`src/rtl/wave_pkg.sv`:
```
// Shared definitions for the PWM audio DAC: FSM state codes, source select
// codes and the fixed midscale duty value.
package wave_pkg;

  typedef enum logic [1:0] {
    ST_IDLE  = 2'd0,
    ST_RUN   = 2'd1,
    ST_DRAIN = 2'd2
  } state_t;

  typedef enum logic [1:0] {
    SEL_SIN  = 2'd0,
    SEL_FULL = 2'd1,
    SEL_HALF = 2'd2,
    SEL_MID  = 2'd3
  } sel_t;

  localparam logic [7:0] MIDSCALE = 8'd127;
  localparam logic [7:0] PWM_LAST = 8'd255;

endpackage

```
`src/rtl/tick_prescaler.sv`:
```
// Divides clk by PRESCALE while run is high; tick marks the last count of
// each division and the counter wraps to zero on it.
module tick_prescaler #(
  parameter int PRESCALE = 1
) (
  input  logic clk,
  input  logic rst,
  input  logic run,
  output logic tick
);

  localparam int CW = (PRESCALE > 1) ? $clog2(PRESCALE) : 1;
  localparam logic [CW-1:0] LAST = CW'(PRESCALE - 1);

  logic [CW-1:0] count_reg;

  assign tick = run && (count_reg == LAST);

  // Held at zero whenever not running so every new run starts aligned.
  always_ff @(posedge clk) begin
    if (rst || !run) begin
      count_reg <= '0;
    end else if (tick) begin
      count_reg <= '0;
    end else begin
      count_reg <= count_reg + CW'(1);
    end
  end

endmodule

```
`src/rtl/wave_pwm_dac.sv`:
```
// PWM DAC: latches an 8-bit duty from the selected waveform source at the
// start of each 256-tick period and compares it against the PWM counter.
module wave_pwm_dac
  import wave_pkg::*;
#(
  parameter int PRESCALE = 1
) (
  input  logic       clk,
  input  logic       rst,
  input  logic       enable,
  input  logic [1:0] sel,
  input  logic [7:0] sinWave,
  input  logic [7:0] fullRectifiedWave,
  input  logic [7:0] halfRectifiedWave,
  output logic       pwmOut,
  output logic       sampleTick,
  output logic [7:0] dutyHeld,
  output logic       busy
);

  state_t     state_reg, state_next;
  logic [7:0] pwm_cnt_reg;
  logic [7:0] duty_reg;
  logic       sample_tick_reg;
  logic       tick;
  logic       period_end;
  logic       latch;
  logic [7:0] src_value;

  tick_prescaler #(.PRESCALE(PRESCALE)) u_prescaler (
    .clk  (clk),
    .rst  (rst),
    .run  (state_reg != ST_IDLE),
    .tick (tick)
  );

  assign period_end = tick && (pwm_cnt_reg == PWM_LAST);

  always_comb begin
    src_value = MIDSCALE;
    case (sel_t'(sel))
      SEL_SIN:  src_value = sinWave;
      SEL_FULL: src_value = fullRectifiedWave;
      SEL_HALF: src_value = halfRectifiedWave;
      default:  src_value = MIDSCALE;
    endcase
  end

  // Leaving RUN only arms DRAIN; the period always runs to its end first.
  always_comb begin
    state_next = state_reg;
    latch      = 1'b0;
    case (state_reg)
      ST_IDLE: begin
        if (enable) begin
          state_next = ST_RUN;
          latch      = 1'b1;
        end
      end
      ST_RUN: begin
        if (period_end) latch = 1'b1;
        if (!enable) state_next = ST_DRAIN;
      end
      ST_DRAIN: begin
        if (enable) begin
          state_next = ST_RUN;
          if (period_end) latch = 1'b1;
        end else if (period_end) begin
          state_next = ST_IDLE;
        end
      end
      default: state_next = ST_IDLE;
    endcase
  end

  always_ff @(posedge clk) begin
    if (rst) begin
      state_reg       <= ST_IDLE;
      pwm_cnt_reg     <= '0;
      duty_reg        <= '0;
      sample_tick_reg <= 1'b0;
    end else begin
      state_reg       <= state_next;
      sample_tick_reg <= latch;
      if (latch) duty_reg <= src_value;
      if (state_reg == ST_IDLE) begin
        pwm_cnt_reg <= '0;
      end else if (tick) begin
        pwm_cnt_reg <= pwm_cnt_reg + 8'd1;
      end
    end
  end

  assign pwmOut     = (state_reg != ST_IDLE) && (pwm_cnt_reg < duty_reg);
  assign busy       = (state_reg != ST_IDLE);
  assign sampleTick = sample_tick_reg;
  assign dutyHeld   = duty_reg;

endmodule

```
`config.mk`:
```
export PLATFORM = sky130hd
export DESIGN_NAME = wave_pwm_dac
export DESIGN_NICKNAME = d
export VERILOG_FILES = /design/src/rtl/wave_pkg.sv /design/src/rtl/tick_prescaler.sv /design/src/rtl/wave_pwm_dac.sv
export SDC_FILE = /design/constraint.sdc
export NUM_CORES = 1
export LEC_CHECK = 0
export ABC_CLOCK_PERIOD_IN_PS = 1800
export CELL_PAD_IN_SITES_DETAIL_PLACEMENT = 1
export CELL_PAD_IN_SITES_GLOBAL_PLACEMENT = 1
export CORE_ASPECT_RATIO = 1.25
export CORE_MARGIN = 2
export CORE_UTILIZATION = 33
export CTS_CLUSTER_SIZE = 14
export DETAILED_ROUTE_END_ITERATION = 10
export GPL_TIMING_DRIVEN = 0
export HOLD_SLACK_MARGIN = 0.03
export PLACE_DENSITY_LB_ADDON = 0.1
export SETUP_SLACK_MARGIN = 0.02
export SLEW_MARGIN = 25
export SYNTH_ARGS = -nofsm -noshare
export SYNTH_HDL_FRONTEND = slang
export SYNTH_SLANG_ARGS = --single-unit
```
`constraint.sdc`:
```
create_clock -name clk -period 1.8 [get_ports clk]
set_input_delay 0.36 -clock clk [delete_from_list [all_inputs] [get_ports clk]]
set_output_delay 0.36 -clock clk [all_outputs]
set_load 0.02 [all_outputs]
```
# --- After elaboration in Yosys (flattened, before gate mapping) ---
# Index checks and enable logic that the tools add are counted.
totals:
  regBits: 20
  input_bits: 29
  output_inout_bits: 11
  wordCells: 38
classes:
  addsub: 2
  magnitude_cmp: 1
  n_eq_ne: 8
  n_mux: 10
  n_bitwise: 1
  n_reduce_logical: 11
op_table:
  columns: ["operator", "count"]
  rows:
  - ["$pmux 8 s3", 1]
  - ["$add 8x1->8 const B", 1]
  - ["$eq 8x8->1 const B", 1]
  - ["$lt 8x8->1", 1]
  - ["$mux 2", 4]
  - ["$pmux 2 s3", 1]
  - ["$eq 2x1->1 const B", 2]
  - ["$eq 2x2->1 const B", 2]
  - ["$logic_not 2->1", 2]
  - ["$ne 2x2->1 const B", 2]
  - ["$reduce_or 2->1", 2]
  - ["$logic_and 1x1->1", 3]
  - ["$mux 1", 3]
  - ["$ne 3x3->1 const B", 1]
  - ["$pmux 1 s3", 1]
  - ["$reduce_and 3->1", 1]
  - ["$reduce_bool 2->1", 1]
  - ["$add 1x1->1 const B", 1]
  - ["$logic_not 1->1", 1]
  - ["$logic_or 1x1->1", 1]
  - ["$not 1->1", 1]

# --- Depth between registers and ports, before layout ---
depth:
  ltp_word: 6
  ltp_mapped: 6

# --- Cells and area by module ---
# A second synthesis with hierarchy kept.
hier_totals:
  cells_unflattened: 133
  area_unflattened_um2: 1255.0
modules_own_cells:
  columns: ["module", "instances", "cells_per_inst", "area_per_inst_um2"]
  rows:
  - ["wave_pwm_dac", 1, 130, 1217.4]
  - ["tick_prescaler", 1, 3, 37.5]

# --- Worst setup path after synthesis ---
# Ideal clock, no wire load.
synth_timing:
  kind: "register -> output"
  startpoint: "reg duty_reg[3], in the netlist dutyHeld[3]"
  endpoint: "out pwmOut"
  arrival_time_ps: 1707
  path_slack_ps: -267
  path_stages_with_launch: 7
  n_path_buf: 0
  path_cell_list: "dfxtp_1 inv_1 ha_1 a211o_1 a21oi_1 o21ai_0 a41oi_1"
synth_between:
  elab_chain_len: 2
synth_rtl:
  columns: ["item", "line", "text"]
  rows:
  - ["start, declared", "wave_pwm_dac.sv:23", "logic [7:0] duty_reg;"]
  - ["start signal, assigned", "wave_pwm_dac.sv:85", "if (latch) duty_reg <= src_value;"]
  - ["$lt 8x8->1", "wave_pwm_dac.sv:94", "assign pwmOut = (state_reg != ST_IDLE) && (pwm_cnt_reg < duty_reg);"]
  - ["$logic_and 1x1->1", "wave_pwm_dac.sv:94", null]
  - ["end, declared", "wave_pwm_dac.sv:15", "output logic pwmOut,"]
# Every way passes these cells.

# --- Worst setup path in the final report ---
# Same ends and word-level chain as after synthesis.

==> impl.org <==
** Place
- Weighted congestion at the end of routability-driven global placement :: 0.742
- Placed instance area :: between 1500 and 2000 um^2
- Including well taps, the total number of placed cells is 202.
- Port-buffer cells :: 37
- The wire-length estimate of the detail-placed layout is 2310 um.

** Setup path
- Together, buffers and inverters on the worst path number 2.
- The worst register-to-register path begins at pwm_cnt_reg[0].
- The worst setup path is launched from a flop.
- Along the worst path, the maximum fanout reaches 2.
- Cell class contributing the biggest share of worst-path delay :: compound AO/OA/AOI/OAI gates
- In this run the critical register-to-register path is captured at dutyHeld[1].
- Worst Path Required :: 1440 ps
- On the worst path, the slowest cell contributes a delay of 350 ps.
- Data on the critical path arrives at its endpoint at about 1600 ps.
- Walking the worst path, the cells encountered are inv_2 > ha_4 > a211o_1 > a21oi_2 > o21ai_1 > a41oi_2 > buf_4.
- The slowest stage of the critical path belongs to the cell dfxtp_4.
- Sort of element at the end of the critical path :: output port
- CP Depth :: 7
- Path type of the worst setup path :: flop to output port
- Worst reg-to-reg path cell count :: 6
- The worst register-to-register path has a setup slack of 160 ps.

** Synth
- Netlist Area Pre-Place :: ~1200 um^2
- Dividing the synthesized area by the synthesized cell count gives 9.27 um^2.
- Counting every net in the synthesized netlist gives 163.
- Unique cell type count in the Yosys netlist :: 31
- The compound-cell area share of the yosys netlist was 0.126.
- In the synthesized netlist the async set-or-reset flop fraction comes to 0.
- After synthesis, the largest family of logic cells by area is simple AND/OR/NAND/NOR gates.
- Register area share after synthesis :: 0.343
- By area the synthesized netlist is led by dfxtp_1 34%, ha_1 8.6%, mux2i_1 8.6%, mux2_2 6.7%, o221ai_1 5.2%.
- In the synthesized netlist, the cells that appear most often are 20 x dfxtp_1, 16 x nand2_1, 10 x mux2i_1.
- Synthesis produced a netlist whose cell count is 126.
- Number of synthesized register bits :: 20
- Post-synthesis share of cell area spent on full adders, half adders and majority gates :: 0.0857
- Share of synthesized area spent on multiplexers :: 0.153
- Of the total synthesized cell area, the portion taken by AND, OR, NAND and NOR gates is 0.190.
- The most used flip-flop cell after synthesis is dfxtp_1.
- The largest total area in the synthesized netlist belongs to dfxtp_1.
- XOR/XNOR share of the synthesized area :: 0.0450
- Of the post-synthesis cell area, the dominant cell type holds 0.343.
- In the post-synthesis netlist, the cell with the most instances is dfxtp_1.
- Total of warnings raised by yosys :: 0
- Post-synth EDFFs :: 0

** Route
- Per-cell via count in the routed design :: 5.00
- Total wire length :: between 2000 and 3000 um
- The first detailed-routing pass ran for 3 iterations.
- Via count :: between 1000 and 1500
- DRC :: 0
- Wire per inst :: 13.3 um
- After the first detailed-routing iteration, the DRC count stood at 19.
- Final antenna-violating net count :: 0

** Finish
- The net count of the finished layout is around 210.
- Of the cells placed in the final design, the portion with a size suffix greater than 1 is 0.205.
- Relative to the synthesized area, the layout overhead comes to 47.5%.
- Once layout is complete, the cells apart from fillers number 210.
- With fillers left out, the area of the finished cells amounts to 1720 um^2.
- For this run, the share of the core covered by cells in the final layout is 0.499.
- 0 antenna diodes ended up in the layout.

** Flow run
- Max-Cap Viols :: 0

** Global routing
- The first global-routing pass estimated roughly 4700 um of wire.
- Entering global routing, the biggest net connects 13 pins.
- Global routing usage on met3 :: 0.0219
- After global routing, the most crowded layer is met2.
- Vias in the first global route :: 1122
- M1 GR Usage :: 0.155
- GR Util met2 :: 0.277
- For this run, the total global-route usage over all layers was measured as 0.143.
- Number of antenna violations at the first check in global routing :: 0
- Summed over all layers, the global routing overflow is 0.

** Clocking
- In this run the number of H-tree levels came out at 1.
- For this design, the CTS-stage hold fixing added 0 buffers.
- Clock sink total :: 20
- The clock passes through at most 2 buffers.
- CTS buffer count :: 3
- Clock transition at path regs :: 70 ps
- Clock latency on the worst-skew pair, taken at its later pin, is 250 ps.
- Clk Tree Root Cell :: clkbuf_8
- TritonCTS clock tree :: built

** STA
- Setup repair after global routing could not meet its margin everywhere.
- Number of pins exceeding their max-slew limit in the final report :: 0
- Period minus WS final :: 1960 ps
- The count of endpoints failing hold in the final timing report was 0.
- FMAX :: 511 MHz
- Setup violations remaining at the end of the flow were counted as 1.
- In the finished design, the share of the clock period the worst path needs comes to 1.09.
- Worst path setup slack after routing :: -156 ps
- Worst clock skew :: around 1.5 ps

** Floorplan
- Starting density of the core :: 0.338
- For this design the top-level I/O count stands at 40.
- Core region area :: between 3000 and 4000 um^2
- Floorplan die area :: around 4000 um^2
- Die span in y :: 70.5 um
- Core Rows :: 24
- The die is 57.2 um wide.

** Hold path
- The path with the worst hold slack has its endpoint at dutyHeld[4].
- The startpoint identified for the worst hold timing path is dutyHeld[4].
- Worst hold path stage count :: 2
- The min-delay analysis places its worst path in the category flop to flop.

** Pwr
- IR analysis of the VDD net gives a maximum drop of 0.544 mV.
- Power density normalized to cell area :: 702 nW/um^2
- The analysis attributes to cell leakage a power of 0.730 nW.
- Post-layout power :: between 0.001 and 0.0015 W

** Outcome
- Result of the run :: complete, but fails checks
- The final reports fail on negative setup slack.
final cells by class:
type                            count  area (um^2)
Timing Repair Buffer               41          397
Tap cell                           39         48.8
Inverter                           10         37.5
Buffer                              5         26.3
Clock inverter                      1         30.0
Fill cell                         414         1730
Clock buffer                        3         41.3
Multi-Input combinational cell     91          731
Sequential cell                    20          413
placed cells by master (no fill, tap or decap), types with 5 or more instances in the layout:
cell type         n
ha_1              6
mux2i_1          10
buf_4             5
nor2_1            9
mux2_2            7
xor2_1            5
clkdlybuf4s50_1  35
o221ai_1          7
dfxtp_1          14
inv_1             8
nand2_1          16
cell families (layout without fill, tap and decap cells):
kind of cell | count (synthesis) | count (layout)
and+or+nand+nor | 40 | 40
xor gates and xnor gates | 6 | 6
buffers and inverters | 15 | 60
adders and majority gates | 8 | 8
DFF | 20 | 20
other | 1 | 1
muxes | 17 | 17
AOI/OAI and AO/OA | 19 | 19
what timing repair did:
action                                  CTS  global route
pin swaps                                 3             2
setup buffers                             4             0
endpoints found under the setup margin    2             1
resized for setup                        14             2
how the worst max path moves through the flow:
stage                   start      to  slack (ps)
5_1_grt           dutyHeld[3]  pwmOut        -230
3_5_place_dp   pwm_cnt_reg[3]  pwmOut        -580
4_1_cts           dutyHeld[3]  pwmOut        -240
3_3_place_gp   pwm_cnt_reg[3]  pwmOut        -570
6_report          dutyHeld[3]  pwmOut        -160
2_1_floorplan     dutyHeld[3]  pwmOut          20
stage by stage:
step	hold WS, ps	setup TNS [ps]	worst slack [ps]
final	483	-156	-156
after global routing	515	-229	-229
after CTS	489	-238	-238
after detailed placement	475	-977	-583
after global placement	467	-575	-575
after floorplan	432	0	24.5
report_power, final:
part / leakage, nW / switching, W / total (W) / internal (W)
sequential: 0.167 / 0.0000171 / 0.000483 / 0.000466
clock: 0.0357 / 0.000148 / 0.000445 / 0.000297
combinational: 0.528 / 0.000122 / 0.000283 / 0.000161
worst min-delay path: stages, from the launching register on:
cell	delay, ps
dfxtp_1	330
nand2_1	60
mux2i_1	50
metal layers:
| layer | up-vias | part of all wire |
|---|---|---|
| li1 | 529 | - |
| met1 | 487 | 0.40 |
| met2 | 33 | 0.54 |
| met3 | 2 | 0.053 |
| met4 | 0 | 0.011 |
| met5 | - | 0 |
Note: power is estimated with default switching activity, not from simulation.
